## src/rtl/snn_wta_pkg.sv

```systemverilog
// Shared types and helpers for the windowed winner-take-all selector of the SNN output layer.
package snn_wta_pkg;

    typedef enum logic [1:0] {
        S_IDLE   = 2'd0,
        S_COUNT  = 2'd1,
        S_REPORT = 2'd2
    } wta_state_t;

    // argmax_lowest scans counts zero-extended into this fixed-size container.
    localparam int MAX_NODES = 64;
    localparam int MAX_CNT_W = 32;

    typedef logic [MAX_NODES-1:0][MAX_CNT_W-1:0] count_vec_t;

    typedef struct packed {
        logic [15:0]          idx;
        logic [MAX_CNT_W-1:0] cnt;
    } argmax_t;

    function automatic int idx_width(input int num_nodes);
        return (num_nodes <= 1) ? 1 : $clog2(num_nodes);
    endfunction

    function automatic int win_width(input int window_len);
        return (window_len <= 0) ? 1 : $clog2(window_len + 1);
    endfunction

    // Strict greater-than keeps the earliest index on ties; all-zero yields index 0.
    function automatic argmax_t argmax_lowest(input count_vec_t counts);
        argmax_t best;
        best.idx = '0;
        best.cnt = counts[0];
        for (int i = 1; i < MAX_NODES; i++) begin
            if (counts[i] > best.cnt) begin
                best.idx = 16'(i);
                best.cnt = counts[i];
            end
        end
        return best;
    endfunction

endpackage

```

## src/rtl/winner_take_all_window_sat_counter.sv

```systemverilog
// Saturating per-node spike counter; clear has priority over increment.
module sat_counter #(
    parameter int WIDTH = 16
) (
    input  logic             i_clk,
    input  logic             i_rst,
    input  logic             i_inc,
    input  logic             i_clr,
    output logic [WIDTH-1:0] o_count
);

    logic [WIDTH-1:0] r_count;

    always_ff @(posedge i_clk) begin
        if (i_rst || i_clr) begin
            r_count <= '0;
        end else if (i_inc && (r_count != '1)) begin
            r_count <= r_count + WIDTH'(1);
        end
    end

    assign o_count = r_count;

endmodule

```

## src/rtl/winner_take_all_window.sv

```systemverilog
// Windowed winner-take-all: per-node spike counts, running leader with gated spike, per-window winner report.
//   state    | meaning
//   S_IDLE   | waiting for the first enabled sample of a window
//   S_COUNT  | accumulating enabled samples into the node counters
//   S_REPORT | one cycle: latch winner, clear counters, dead sample
module winner_take_all_window
    import snn_wta_pkg::*;
#(
    parameter int NUM_NODES  = 4,
    parameter int CNT_W      = 16,
    parameter int WINDOW_LEN = 256,
    parameter int IDX_W      = idx_width(NUM_NODES)
) (
    input  logic                 clk_i,
    input  logic                 rst_i,
    input  logic                 en_i,
    input  logic                 clear_i,
    input  logic [NUM_NODES-1:0] nodes_i,
    output logic                 spike_o,
    output logic [IDX_W-1:0]     leader_idx_o,
    output logic                 winner_valid_o,
    output logic [IDX_W-1:0]     winner_idx_o,
    output logic [CNT_W-1:0]     winner_cnt_o,
    output logic                 window_done_o
);

    localparam int               WIN_W    = win_width(WINDOW_LEN);
    localparam logic [WIN_W-1:0] WIN_LAST = WIN_W'((WINDOW_LEN > 0) ? WINDOW_LEN - 1 : 0);

    wta_state_t       r_state;
    logic [WIN_W-1:0] r_win_cnt;
    logic [IDX_W-1:0] r_leader;
    logic [IDX_W-1:0] r_winner_idx;
    logic [CNT_W-1:0] r_winner_cnt;
    logic             r_spike;
    logic             r_valid;

    logic             w_sample;
    logic             w_last;
    logic             w_cnt_clr;
    logic [CNT_W-1:0] w_cnt [NUM_NODES];
    count_vec_t       w_counts_pad;
    argmax_t          w_arg;
    logic [IDX_W-1:0] w_arg_idx;
    logic [CNT_W-1:0] w_arg_cnt;

    // The IDLE->COUNT edge also counts its sample, so IDLE is a sampling state too.
    assign w_sample  = en_i && ((r_state == S_IDLE) || (r_state == S_COUNT));
    assign w_last    = w_sample && (WINDOW_LEN != 0) && (r_win_cnt == WIN_LAST);
    assign w_cnt_clr = clear_i || (r_state == S_REPORT);

    generate
        for (genvar g = 0; g < NUM_NODES; g++) begin : g_node
            sat_counter #(
                .WIDTH (CNT_W)
            ) u_cnt (
                .i_clk   (clk_i),
                .i_rst   (rst_i),
                .i_inc   (w_sample && nodes_i[g]),
                .i_clr   (w_cnt_clr),
                .o_count (w_cnt[g])
            );
        end
    endgenerate

    always_comb begin
        w_counts_pad = '0;
        for (int i = 0; i < NUM_NODES; i++) begin
            w_counts_pad[i] = MAX_CNT_W'(w_cnt[i]);
        end
        w_arg     = argmax_lowest(w_counts_pad);
        w_arg_idx = IDX_W'(w_arg.idx);
        w_arg_cnt = CNT_W'(w_arg.cnt);
    end

    always_ff @(posedge clk_i) begin
        if (rst_i) begin
            r_state      <= S_IDLE;
            r_win_cnt    <= '0;
            r_leader     <= '0;
            r_spike      <= 1'b0;
            r_valid      <= 1'b0;
            r_winner_idx <= '0;
            r_winner_cnt <= '0;
        end else if (clear_i) begin
            r_state   <= S_IDLE;
            r_win_cnt <= '0;
            r_leader  <= '0;
            r_spike   <= 1'b0;
            r_valid   <= 1'b0;
        end else begin
            r_valid  <= 1'b0;
            r_leader <= w_arg_idx;
            // Only a counted sample that keeps the window open forwards the leader's spike.
            r_spike  <= w_sample && !w_last && nodes_i[r_leader];

            if (w_last || (r_state == S_REPORT)) begin
                r_win_cnt <= '0;
            end else if (w_sample && (WINDOW_LEN != 0)) begin
                r_win_cnt <= r_win_cnt + WIN_W'(1);
            end

            case (r_state)
                S_IDLE: begin
                    if (en_i) begin
                        r_state <= w_last ? S_REPORT : S_COUNT;
                    end
                end
                S_COUNT: begin
                    if (w_last) begin
                        r_state <= S_REPORT;
                    end
                end
                S_REPORT: begin
                    r_state      <= en_i ? S_COUNT : S_IDLE;
                    r_leader     <= '0;
                    r_winner_idx <= w_arg_idx;
                    r_winner_cnt <= w_arg_cnt;
                    r_valid      <= 1'b1;
                end
                default: begin
                    r_state <= S_IDLE;
                end
            endcase
        end
    end

    assign spike_o        = r_spike;
    assign leader_idx_o   = r_leader;
    assign winner_valid_o = r_valid;
    assign winner_idx_o   = r_winner_idx;
    assign winner_cnt_o   = r_winner_cnt;
    assign window_done_o  = (r_state == S_REPORT);

endmodule
```

## config.mk

```make
export PLATFORM = sky130hd
export DESIGN_NAME = winner_take_all_window
export DESIGN_NICKNAME = d
export VERILOG_FILES = /design/src/rtl/snn_wta_pkg.sv /design/src/rtl/winner_take_all_window_sat_counter.sv /design/src/rtl/winner_take_all_window.sv
export SDC_FILE = /design/constraint.sdc
export NUM_CORES = 1
export LEC_CHECK = 0
export ABC_AREA = 1
export BUFFER_PORTS_ARGS = -buffer_cell sky130_fd_sc_hd__buf_2
export CAP_MARGIN = 5
export CORE_MARGIN = 10
export CORE_UTILIZATION = 50
export DETAILED_ROUTE_END_ITERATION = 12
export PLACE_DENSITY = 0.63
export SETUP_SLACK_MARGIN = 0.02
export SLEW_MARGIN = 20
export SYNTH_ARGS = -nofsm -noshare
export SYNTH_HDL_FRONTEND = slang
export SYNTH_SLANG_ARGS = --single-unit
```

## constraint.sdc

```tcl
create_clock -name clk_i -period 5.56 [get_ports clk_i]
set_input_delay 0.556 -clock clk_i [delete_from_list [all_inputs] [get_ports clk_i]]
set_output_delay 0.556 -clock clk_i [all_outputs]
set_load 0.005 [all_outputs]
```

After elaboration in Yosys (flattened, before gate mapping) --
Cells that the tools add are included.
Word-level totals: logic and storage cells 184, RAM bits 0, register bits 97, memories kept 0, bits in latches 0, bits of input ports 8, bits in read-only memories 0
Operators by class: $mul 0, eq/ne operators 9, shifts and indexed selects 0, $lt $le $gt $ge 64, muxes and demuxes 71, bitwise operators 1, add/sub/neg operators 5, reductions and logical operators 23, divide/modulo/power cells 0
Operator list (number):
- 2-to-1 mux 34 bit | 62
- > comparator 1 x 32 -> 1 bit (first input constant) | 60
- adder 16 x 1 -> 16 bit (second input constant) | 4
- > comparator 16 x 32 -> 1 bit | 2
- != test 16 bit (second input constant) | 4
- 2-to-1 mux 33 bit | 1
- > comparator 16 bit | 1
- logical AND 1 bit | 12
- adder 9 x 1 -> 9 bit (second input constant) | 1
- equality test 9 x 8 -> 1 bit (second input constant) | 1
- 2-to-1 mux 2 bit | 3
- case mux 2 bit (3 select lines) | 1
- OR reduction 3 bit | 2
- logical OR 1 bit | 4
- != test 2 bit (second input constant) | 2
- AND reduction 2 bit | 2
- < comparator 2 x 3 -> 1 bit (second input constant) | 1
- 2-to-1 mux 1 bit | 3
- binary-select mux 1 bit (select 2 bit) | 1
- equality test 2 x 1 -> 1 bit (second input constant) | 1
- equality test 2 bit (second input constant) | 1
- zero test 2 bit | 1
- OR reduction 2 bit | 1
- zero test 1 bit | 1
- NOT 1 bit | 1

Logic depth before layout (Yosys ltp) --
depth after elaboration 126, depth in mapped cells 44, gate-level depth less buffers 41

Cells and area by module --
Synthesis repeated with hierarchy kept, for this count alone.
Unflattened totals: cells, all modules 1099, area, all modules 7055.5 µm²
By module, submodules not included:
- sat_counter | times used 4, area each 950.9 µm², cells an instance 149
- winner_take_all_window | times used 1, area each 3251.9 µm², cells an instance 503

Least setup slack after synthesis --
Ideal clock, no wire load.
path type register to register, from register g_node[0].u_cnt.r_count[11], to register r_winner_cnt[14] (netlist: winner_cnt_o[14]), buffers on the path 3, cell stages (with the launch flop) 34, arrival 4.506 ns, setup slack 0.913 ns, cell sequence dfxtp_1 > inv_1 > ha_1 > a21oi_1 > nand2_1 > a21oi_1 > nand2_2 > nand2_4 > clkbuf_1 > nand2_1 > o21ai_0 > inv_1 > ha_1 > a21oi_1 > nor2_1 > a211oi_1 > o221a_2 > nand2_4 > nand2_4 > buf_12 > nand2_2 > and2_1 > ha_1 > nand2_1 > o21a_1 > o221ai_1 > nand2_1 > o2111ai_1 > nand2_1 > buf_1 > o21ai_0 > inv_1 > nand2_1 > a21oi_1
Between the ends: cells in the longest elaborated chain, start to end 126
Ends and longest elaborated chain:
- start: declaration | line winner_take_all_window_sat_counter.sv:12 | logic [WIDTH-1:0] r_count;
- start signal: assignment | line winner_take_all_window_sat_counter.sv:18 | r_count <= r_count + WIDTH'(1);
- > comparator 16 bit | line snn_wta_pkg.sv:35 | if (counts[i] > best.cnt) begin
- 2-to-1 mux 33 bit (*) | line snn_wta_pkg.sv:35
- > comparator 16 x 32 -> 1 bit | line snn_wta_pkg.sv:35
- 2-to-1 mux 34 bit (*) | line snn_wta_pkg.sv:35
- > comparator 16 x 32 -> 1 bit | line snn_wta_pkg.sv:35
- 2-to-1 mux 34 bit (*) | line snn_wta_pkg.sv:35
- > comparator 1 x 32 -> 1 bit | line snn_wta_pkg.sv:35
- 2-to-1 mux 34 bit (*) | line snn_wta_pkg.sv:35
- (+110 left out)
- > comparator 1 x 32 -> 1 bit | line snn_wta_pkg.sv:35
- 2-to-1 mux 34 bit (*) | line snn_wta_pkg.sv:35
- > comparator 1 x 32 -> 1 bit | line snn_wta_pkg.sv:35
- 2-to-1 mux 34 bit (*) | line snn_wta_pkg.sv:35
- > comparator 1 x 32 -> 1 bit | line snn_wta_pkg.sv:35
- 2-to-1 mux 34 bit (*) | line snn_wta_pkg.sv:35
- > comparator 1 x 32 -> 1 bit | line snn_wta_pkg.sv:35
- 2-to-1 mux 34 bit (*) | line snn_wta_pkg.sv:35
- end signal: assignment | line winner_take_all_window.sv:118 | r_winner_cnt <= w_arg_cnt;
- end: declaration | line winner_take_all_window.sv:34 | logic [CNT_W-1:0] r_winner_cnt;
Every way passes the cells marked *; elsewhere a longest branch is shown, timed or not. A chain may end at the register's enable or synchronous reset.

Worst setup path after layout --
from register g_node[0].u_cnt.r_count[10], to register r_winner_cnt[5] (netlist: winner_cnt_o[5])
Same word-level chain as after synthesis.

==> metrics.txt <==
f_max 197 MHz; wire per inst around 15 um; Crit-path slowest cell dfxtp_1; antenna cells 0; fin crit share 0.914; Cells after Synth just under 900; Initial Utilization 0.511; CTS tree built; vias in the first global route ~5500; Pwr Density about 240 nW/um2; Post-synth ARST share 0; hpwl dp roughly 12 mm; total CTS buffers 9; DR vias 5774; Power, Total around 1600 uW; setup violators final 0; Setup crit start kind flop; Max Cap Viol 0; post-synth cell types between 40 and 50; IO Pins 31; Non-Filler Instances roughly 1100; Layout area overhead 10.7%; IO buf count 30; largest net degree at the start of global routing 42; multi-input logic area approximately 3600 um2; NumNets Final 969; Max IR drop VDD about 130 uV; Synth Cell Area between 6000 and 7000 um2; final hold vios 0; Syn. warnings 0; Pleak 0.00291 uW; RSZ-0062 raised after global routing false; drc violations 0; commonest non-fill, non-tap cells in the layout 152 x nand2_1, 130 x inv_1, 97 x dfxtp_1, 78 x a21oi_1, 62 x o21ai_0; CTS max path bufs 2; critical path class reg -> reg; cell taking the most area after synthesis dfxtp_1; Placer Congestion 0.918; Synth area leaders dfxtp_1 32%, ha_1 11%, nand2_1 9.3%; core area 12000 um2; Worst Skew about 0.01 ns; flop2flop setup slack approximately 0.48 ns; Vias/cell ~5.4; Die W around 130 um; overall routed net length ~16 mm; Tmin final 5.08 ns; Slew headroom 0.578; Arr. time, crit path about 5.3 ns; Setup TNS 0 ns; post-route cell area a little under 7000 um2; commonest non-fill, non-tap cell in the layout nand2_1; Tot GR Track Use 0.187; DR pass1 iterations 5; DIE HEIGHT ~130 um; Worst-path clk slew about 0.070 ns; Synth top area share 0.316; initial antenna violation count 0; grt ovf 0; global-route wire length before repair about 26 mm; Worst EP required between 5 and 6 ns; Crit Path Max Fanout 17; sequential cell area fraction in the yosys report 0.316; CP endpoint kind flop; Fill cells between 1000 and 1500; placed cell count 1038; Tightest Pin Transition 0.632 ns; CP most frequent cell nand2_1; CTS root buffer clkbuf_16; syn_nets ~940; Mean Syn Cell Area about 7.0 um2; Placement Cell Area roughly 6400 um2; EDFF count, synth 0; outcome completed; TritonCTS Sinks 97; type of the worst min-delay path reg -> reg; PnR worst setup slack 0.478 ns; die area about 17000 um2; number of H-tree levels 3; count of state elements after synthesis 97; share of layout cells above drive strength 1 0.126; slowest stage delay, CP approximately 0.38 ns; Max Slew Vio Count 0; worst-skew pair later-pin latency 0.36 ns; row cnt 40; CTS Hold Bufs 0; DP Worst Slack roughly 0.2 ns; Final ANT Viol Nets 0; initial DRC count 310; Reg area roughly 1900 um2; most common flop cell mapped by yosys dfxtp_1
cells by family (layout without fill, tap and decap cells):
logic type | after synthesis | after routing | synth area share
flip-flops | 97 | 97 | 0.316
AO/OA/AOI/OAI | 186 | 186 | 0.170
multiplexers | 1 | 1 | 0.00163
buffers and inverters | 158 | 194 | 0.101
XOR/XNOR | 3 | 3 | 0.00428
adder cells (fa/ha/maj) | 53 | 53 | 0.108
AND/OR/NAND/NOR | 378 | 379 | 0.299
critical path: cells and delay by family, from the launching register on:
| family | cells | cell delay (ns) |
|---|---|---|
| simple gates | 16 | 2.05 |
| compound gates | 7 | 1.11 |
| buf+inv | 5 | 0.53 |
| fa+ha+maj | 3 | 0.88 |
| flops | 1 | 0.38 |
state kept, by name, summed over array words and instances (netlist names):
signal,cells
spike_o,1
r_win_cnt,9
winner_valid_o,1
winner_idx_o,2
g_node.u_cnt.o_count,64
r_state,2
leader_idx_o,2
winner_cnt_o,16
routing by layer:
layer  vias up  share of wire  track usage
li1       2998              -            -
met1      2632           0.44        0.221
met2       118           0.51        0.331
met3        26          0.036       0.0334
met4         0          0.021       0.0693
met5         -              0            0
cell usage after synthesis (all sizes together), types with 2 or more instances:
cell	instances
o21a	8
nor3b	5
nor4	12
nor2	62
clkbuf	13
and2	16
dfxtp	97
a31oi	5
a21o	2
nor3	30
buf	7
a21oi	87
nand3	63
and3	4
a221oi	2
ha	53
nand2	168
o21ai	69
a211oi	6
inv	137
xor2	2
nand4	16
power breakdown:
| group | leakage, uW | switching (uW) | internal, uW |
|---|---|---|---|
| clock network | 0.000134 | 295 | 309 |
| logic | 0.00200 | 191 | 104 |
| registers | 0.000782 | 4.75 | 699 |
| total | 0.00291 | 491 | 1110 |
final cells by class:
cell class / instances / area share
Multi-Input combinational cell: 622 / 0.537
Clock inverter: 6 / 0.00755
Tap cell: 147 / 0.0271
Clock buffer: 10 / 0.0337
Inverter: 138 / 0.0762
Sequential cell: 97 / 0.286
Timing Repair Buffer: 40 / 0.0331
stage by stage:
step | hold WS (ns) | util
2_1_floorplan | 0.442 | -
3_3_place_gp | 0.453 | 0.534
3_5_place_dp | 0.456 | 0.534
4_1_cts | 0.466 | 0.557
5_1_grt | 0.477 | 0.566
6_report | 0.461 | 0.566
final timing paths:
check | from | to | cells past startpoint
hold reg to reg | winner_cnt_o[5] | winner_cnt_o[5] | 2
setup reg to reg | g_node[0].u_cnt.o_count[10] | winner_cnt_o[5] | 31
setup / recovery | g_node[0].u_cnt.o_count[10] | winner_cnt_o[5] | 31
hold / removal | winner_cnt_o[5] | winner_cnt_o[5] | 2
timing repair:
action,4_1_cts,5_1_grt
endpoints found under the hold margin,0,0
setup buffers,0,5
resized for setup,0,15
setup endpoints to repair,0,20
Power figures use the tool's default switching activity.
